`config.mk`:
```
export PLATFORM = sky130hd
export DESIGN_NAME = guitar_inject_sched
export DESIGN_NICKNAME = d
export VERILOG_FILES = /design/src/rtl/guitar_inject_sched.sv
export SDC_FILE = /design/constraint.sdc
export NUM_CORES = 1
export LEC_CHECK = 0
export ABC_AREA = 1
export CAP_MARGIN = 5
export CORE_MARGIN = 3
export CORE_UTILIZATION = 45
export CTS_CLUSTER_DIAMETER = 50
export CTS_CLUSTER_SIZE = 30
export DETAILED_ROUTE_END_ITERATION = 10
export PLACE_DENSITY_LB_ADDON = 0.3
export REMOVE_ABC_BUFFERS = 1
export SLEW_MARGIN = 10
export SYNTH_ARGS = -nofsm -noshare
export SYNTH_HDL_FRONTEND = slang
export SYNTH_SLANG_ARGS = --single-unit
```
`constraint.sdc`:
```
create_clock -name clock -period 6 [get_ports clock]
set_clock_uncertainty 0.1 [all_clocks]
set_input_delay 0.6 -clock clock [delete_from_list [all_inputs] [get_ports clock]]
set_output_delay 0.6 -clock clock [all_outputs]
set_load 0.02 [all_outputs]
```
`src/rtl/guitar_inject_sched.sv`:
```
// Strum-event queue that injects an addi score op plus a display-update op into the F/D slot.
// Optional combo bonus on the score immediate is enabled by defining GUITAR_COMBO_EN.
module guitar_inject_sched #(
    parameter int FIFO_DEPTH   = 4,
    parameter int SCORE_REG    = 2,
    parameter int UPDATE_REG   = 1,
    parameter int HIT_IMM      = 2,
    parameter int MISS_IMM     = 0,
    parameter int UPDATE_IMM   = 1,
    parameter int COMBO_THRESH = 4
) (
    input  logic                          clock,
    input  logic                          reset,
    input  logic                          strum,
    input  logic [3:0]                    buttons,
    input  logic [3:0]                    intersections,
    input  logic                          stall_in,
    input  logic                          flush_in,
    output logic                          inject_valid,
    output logic [31:0]                   inject_ir,
    output logic                          pc_hold,
    output logic                          busy,
    output logic [$clog2(FIFO_DEPTH):0]   pending,
`ifdef GUITAR_COMBO_EN
    output logic [7:0]                    combo_count,
`endif
    output logic [7:0]                    drop_count
);
    localparam int PW = $clog2(FIFO_DEPTH);
    localparam int CW = PW + 1;
    localparam logic [CW-1:0] FULL_CNT  = CW'(FIFO_DEPTH);
    localparam logic [4:0]    SCORE_RD  = 5'(SCORE_REG);
    localparam logic [4:0]    UPDATE_RD = 5'(UPDATE_REG);
    localparam logic [16:0]   HIT_I     = 17'(HIT_IMM);
    localparam logic [16:0]   MISS_I    = 17'(MISS_IMM);
    localparam logic [16:0]   UPD_I     = 17'(UPDATE_IMM);
`ifdef GUITAR_COMBO_EN
    localparam logic [16:0]   BONUS_I   = 17'(HIT_IMM * 2);
    localparam logic [7:0]    COMBO_T   = 8'(COMBO_THRESH);
`endif

    typedef enum logic [1:0] {IDLE, OP, UPD} state_t;

    state_t          state_q, state_d;
    logic            strum_prev_q, strum_prev_d;
    logic            fifo_q [FIFO_DEPTH];
    logic            fifo_d [FIFO_DEPTH];
    logic [PW-1:0]   wr_ptr_q, wr_ptr_d, rd_ptr_q, rd_ptr_d;
    logic [CW-1:0]   count_q, count_d;
    logic [7:0]      drop_q, drop_d;
    logic            cur_hit_q, cur_hit_d;
    logic            strum_edge, hit, full, pop, push, drop;
    logic [16:0]     op_imm;
`ifdef GUITAR_COMBO_EN
    logic [7:0]      combo_q, combo_d;
    logic            cur_bonus_q, cur_bonus_d;
`endif

    always_comb begin
        strum_edge   = strum & ~strum_prev_q;
        hit          = (buttons != '0) && (buttons == intersections);
        full         = (count_q == FULL_CNT);
        pop          = (state_q == IDLE) && (count_q != '0) && !stall_in;
        // A pop in the same cycle frees the slot, so a full queue still accepts.
        push         = strum_edge && (!full || pop);
        drop         = strum_edge && !push;

        strum_prev_d = strum;
        fifo_d       = fifo_q;
        wr_ptr_d     = wr_ptr_q;
        rd_ptr_d     = rd_ptr_q;
        cur_hit_d    = cur_hit_q;
        drop_d       = drop_q;
        state_d      = state_q;
`ifdef GUITAR_COMBO_EN
        combo_d      = combo_q;
        cur_bonus_d  = cur_bonus_q;
`endif

        if (push) begin
            fifo_d[wr_ptr_q] = hit;
            wr_ptr_d         = wr_ptr_q + 1'b1;
        end
        if (pop) begin
            cur_hit_d = fifo_q[rd_ptr_q];
            rd_ptr_d  = rd_ptr_q + 1'b1;
`ifdef GUITAR_COMBO_EN
            if (fifo_q[rd_ptr_q]) begin
                cur_bonus_d = (combo_q >= COMBO_T);
                combo_d     = (combo_q == 8'hff) ? combo_q : combo_q + 8'd1;
            end else begin
                cur_bonus_d = 1'b0;
                combo_d     = '0;
            end
`endif
        end
        count_d = count_q + CW'(push) - CW'(pop);
        if (drop && drop_q != 8'hff) drop_d = drop_q + 8'd1;

        case (state_q)
            IDLE:    if (pop) state_d = OP;
            OP:      if (!stall_in && !flush_in) state_d = UPD;
            UPD:     if (!stall_in && !flush_in) state_d = IDLE;
            default: state_d = IDLE;
        endcase

`ifdef GUITAR_COMBO_EN
        op_imm = cur_hit_q ? (cur_bonus_q ? BONUS_I : HIT_I) : MISS_I;
`else
        op_imm = cur_hit_q ? HIT_I : MISS_I;
`endif
        inject_valid = (state_q != IDLE);
        pc_hold      = inject_valid;
        busy         = inject_valid;
        case (state_q)
            OP:      inject_ir = {5'b00101, SCORE_RD, 5'b00000, op_imm};
            UPD:     inject_ir = {5'b00101, UPDATE_RD, 5'b00000, UPD_I};
            default: inject_ir = '0;
        endcase
        pending    = count_q;
        drop_count = drop_q;
`ifdef GUITAR_COMBO_EN
        combo_count = combo_q;
`endif
    end

    // State updates on the falling edge to line up with the pipeline registers.
    always_ff @(negedge clock) begin
        if (reset) begin
            state_q      <= IDLE;
            strum_prev_q <= 1'b0;
            fifo_q       <= '{default: 1'b0};
            wr_ptr_q     <= '0;
            rd_ptr_q     <= '0;
            count_q      <= '0;
            drop_q       <= '0;
            cur_hit_q    <= 1'b0;
`ifdef GUITAR_COMBO_EN
            combo_q      <= '0;
            cur_bonus_q  <= 1'b0;
`endif
        end else begin
            state_q      <= state_d;
            strum_prev_q <= strum_prev_d;
            fifo_q       <= fifo_d;
            wr_ptr_q     <= wr_ptr_d;
            rd_ptr_q     <= rd_ptr_d;
            count_q      <= count_d;
            drop_q       <= drop_d;
            cur_hit_q    <= cur_hit_d;
`ifdef GUITAR_COMBO_EN
            combo_q      <= combo_d;
            cur_bonus_q  <= cur_bonus_d;
`endif
        end
    end
endmodule

```
==> results of run 1 <==
[placed cells by master (no fill, tap or decap), types with 7 or more instances in the layout]
| cell type | synthesis | layout |
|---|---|---|
| inv_1 | 41 | 64 |
| nand2_1 | 53 | 53 |
| clkdlybuf4s50_1 | 0 | 32 |
| nor2_1 | 27 | 27 |
| conb_1 | 1 | 26 |
| dfxtp_1 | 23 | 23 |
| a21oi_1 | 15 | 15 |
| ha_1 | 11 | 11 |
| nand3_1 | 9 | 9 |
| o21ai_0 | 7 | 7 |
[path summary, 6_finish.rpt]
check / start / end / slack [ns]
min: rd_ptr_q[1] / rd_ptr_q[1] / 0.37
max: stall_in / pending[2] / 0.38
min reg2reg: rd_ptr_q[1] / rd_ptr_q[1] / 0.37
max reg2reg: state_q[0] / pending[2] / 3.47
[metal layers]
layer  GRT usage  vias to the layer above  share of wire
met5           0                        -              0
met3      0.0658                        2          0.064
met1       0.171                      594           0.46
li1            -                      781              -
met2       0.211                       40           0.46
met4      0.0785                        0         0.0084
[metrics by stage]
stage                     instances  setup slack [ns]  hold slack, ns  area [um2]  utilization
after floorplan                 235             0.677           0.343        1520            -
after global placement          315             0.122           0.364        1910        0.552
after detailed placement        315            0.0688           0.368        1910        0.552
after CTS                       341             0.394           0.374        2040        0.588
after global routing            341             0.256           0.407        2040        0.588
final                           341             0.379           0.369        2040        0.588
[cell type report]
class / instances / area share
Timing Repair Buffer: 34 / 0.164
Clock buffer: 3 / 0.0202
Inverter: 40 / 0.0736
Sequential cell: 23 / 0.226
Multi-Input combinational cell: 171 / 0.444
Tap cell: 46 / 0.0282
Clock inverter: 24 / 0.0441
[sequential cells by signal (all words and copies together), names as in the netlist]
signal	count
drop_count	8
fifo_q	4
pending	3
rd_ptr_q	2
state_q	2
wr_ptr_q	2
cur_hit_q	1
strum_prev_q	1
[critical path: stages]
cell,delay [ns]
clkdlybuf4s50_1,0.49
inv_1,0.05
nand2_2,0.09
inv_1,0.07
nand2_2,0.10
inv_1,0.09
ha_1,0.29
inv_1,0.05
ha_1,0.12
inv_1,0.05
fa_1,0.37
xnor2_1,0.14
o21ai_0,0.16
a21oi_1,0.05
[cell families (layout without fill, tap and decap cells)]
logic type	after synthesis	count (layout)
simple gates	101	101
buf+inv	75	101
compound gates	28	28
flops	23	23
fa+ha+maj	12	12
xor+xnor	4	4
other cells	1	26
[where the power goes]
group          switching (mW)  internal (mW)  leakage [nW]
registers              0.0288          0.181         0.188
logic                   0.178          0.130         0.724
clock network          0.0894         0.0659         0.149
total                   0.296          0.377          1.06
==> run metrics, run 1 <==
clock sink count 23; largest net degree at the start of global routing 14; H-tree depth 1; First-pass DRT Iterations 4; GRT Overall Usage 0.144; Final Slew Violations 0; row count 21; # fillers 356; Crit path required time 3.12 ns; register area approximately 460 um2; Yosys cell types 26; multi-input logic area 906 um2; 1st-iter DRT viols 77; overall die width 67.1 um; count leader, synth nand2_1; Overall Power roughly 0.67 mW; Final Hold Vio Count 0; xor-xnor portion of the synthesized cell area 0.0209; Post-Synth Adder-Cell Area 0.0939; cell taking the most area after synthesis dfxtp_1; Cell Area, Synth about 0.0017 mm2; ant diodes 0; synthesized flop and latch total 23; die area 0.00450 mm2; Initial Util 0.484; initial antenna violation count 0; CTS tree done; Seq/Total Area, Yosys 0.274; Worst setup SP type input pin; Root Buffer clkbuf_8; ys flop type dfxtp_1; first-pass GRT wire length 5030 um; clk buf depth 2; max-cap violations 0; Num CTS Buffers 3; # port buffers 32; gr ovfl total 0; via/cell ratio a little over 4; io pins 59; outcome finished, final reports clean; synth cell count leaders 53 x nand2_1, 41 x inv_1, 31 x buf_4; vias in the first global route between 1k and 1.5k; hold depth 2; cts repair resizes 0; leak pwr around 1.1 nW; post-synthesis compound-gate area fraction 0.0954; TNS Setup 0 ns; Pwr Density roughly 330 mW/mm2; Area Overhead vs Synth 21.5%; DRC violations left 0; post-synthesis cell count around 240; Synth area leaders dfxtp_1 27%, buf_4 14%, nand2_1 12%, inv_1 9.2%, ha_1 8.2%; R2R cell count 14; RSZ-0062 raised after global routing no; DP HPWL about 2200 um; GPL Wtd Cong 0.747; via count 1417; mux cell area share after synthesis 0; fin nets 321; Max FO, Critical Path 4; post-CTS setup buffers 0; Post-synth EDFFs 0; total wire length 2980 um; total of warnings raised by yosys 0; WL per Instance 8.74 um; Routed Antenna Nets 0; CP Class in2reg; ratio of cells with drive above 1 in the final layout 0.0644; Synth async-reset ratio 0; Crit. End Element register; worst IR drop on VDD 0.298 mV; Clk pin slew, worst setup/hold paths roughly 0.030 ns; Core ar. 0.00347 mm2; Hold WC Path Type reg2reg; CP Data Arrival Time 2.74 ns; Synth Area per Inst 6.88 um2; Post-Synth Simple-Gate Area 0.271; largest family of logic cells by synthesized area simple AND/OR/NAND/NOR gates; Post-CTS Hold Fix Bufs 0; top-area cell type share of the netlist area 0.274; clk_lat worst skew 0.34 ns; Final setup viols 0; die height 67.1 um
Power figures use the tool's default switching activity.
==> run 2: changes to the inputs <==
CTS_CLUSTER_DIAMETER = 150   (was 50)
==> results of run 2 <==
Same layout as run 1: the final DEF is identical, and so are final timing and power.
==> run 3: changes to the inputs <==
SLEW_MARGIN = default   (was 10)
==> results of run 3 <==
Same layout as run 1: the final DEF is identical, and so are final timing and power.
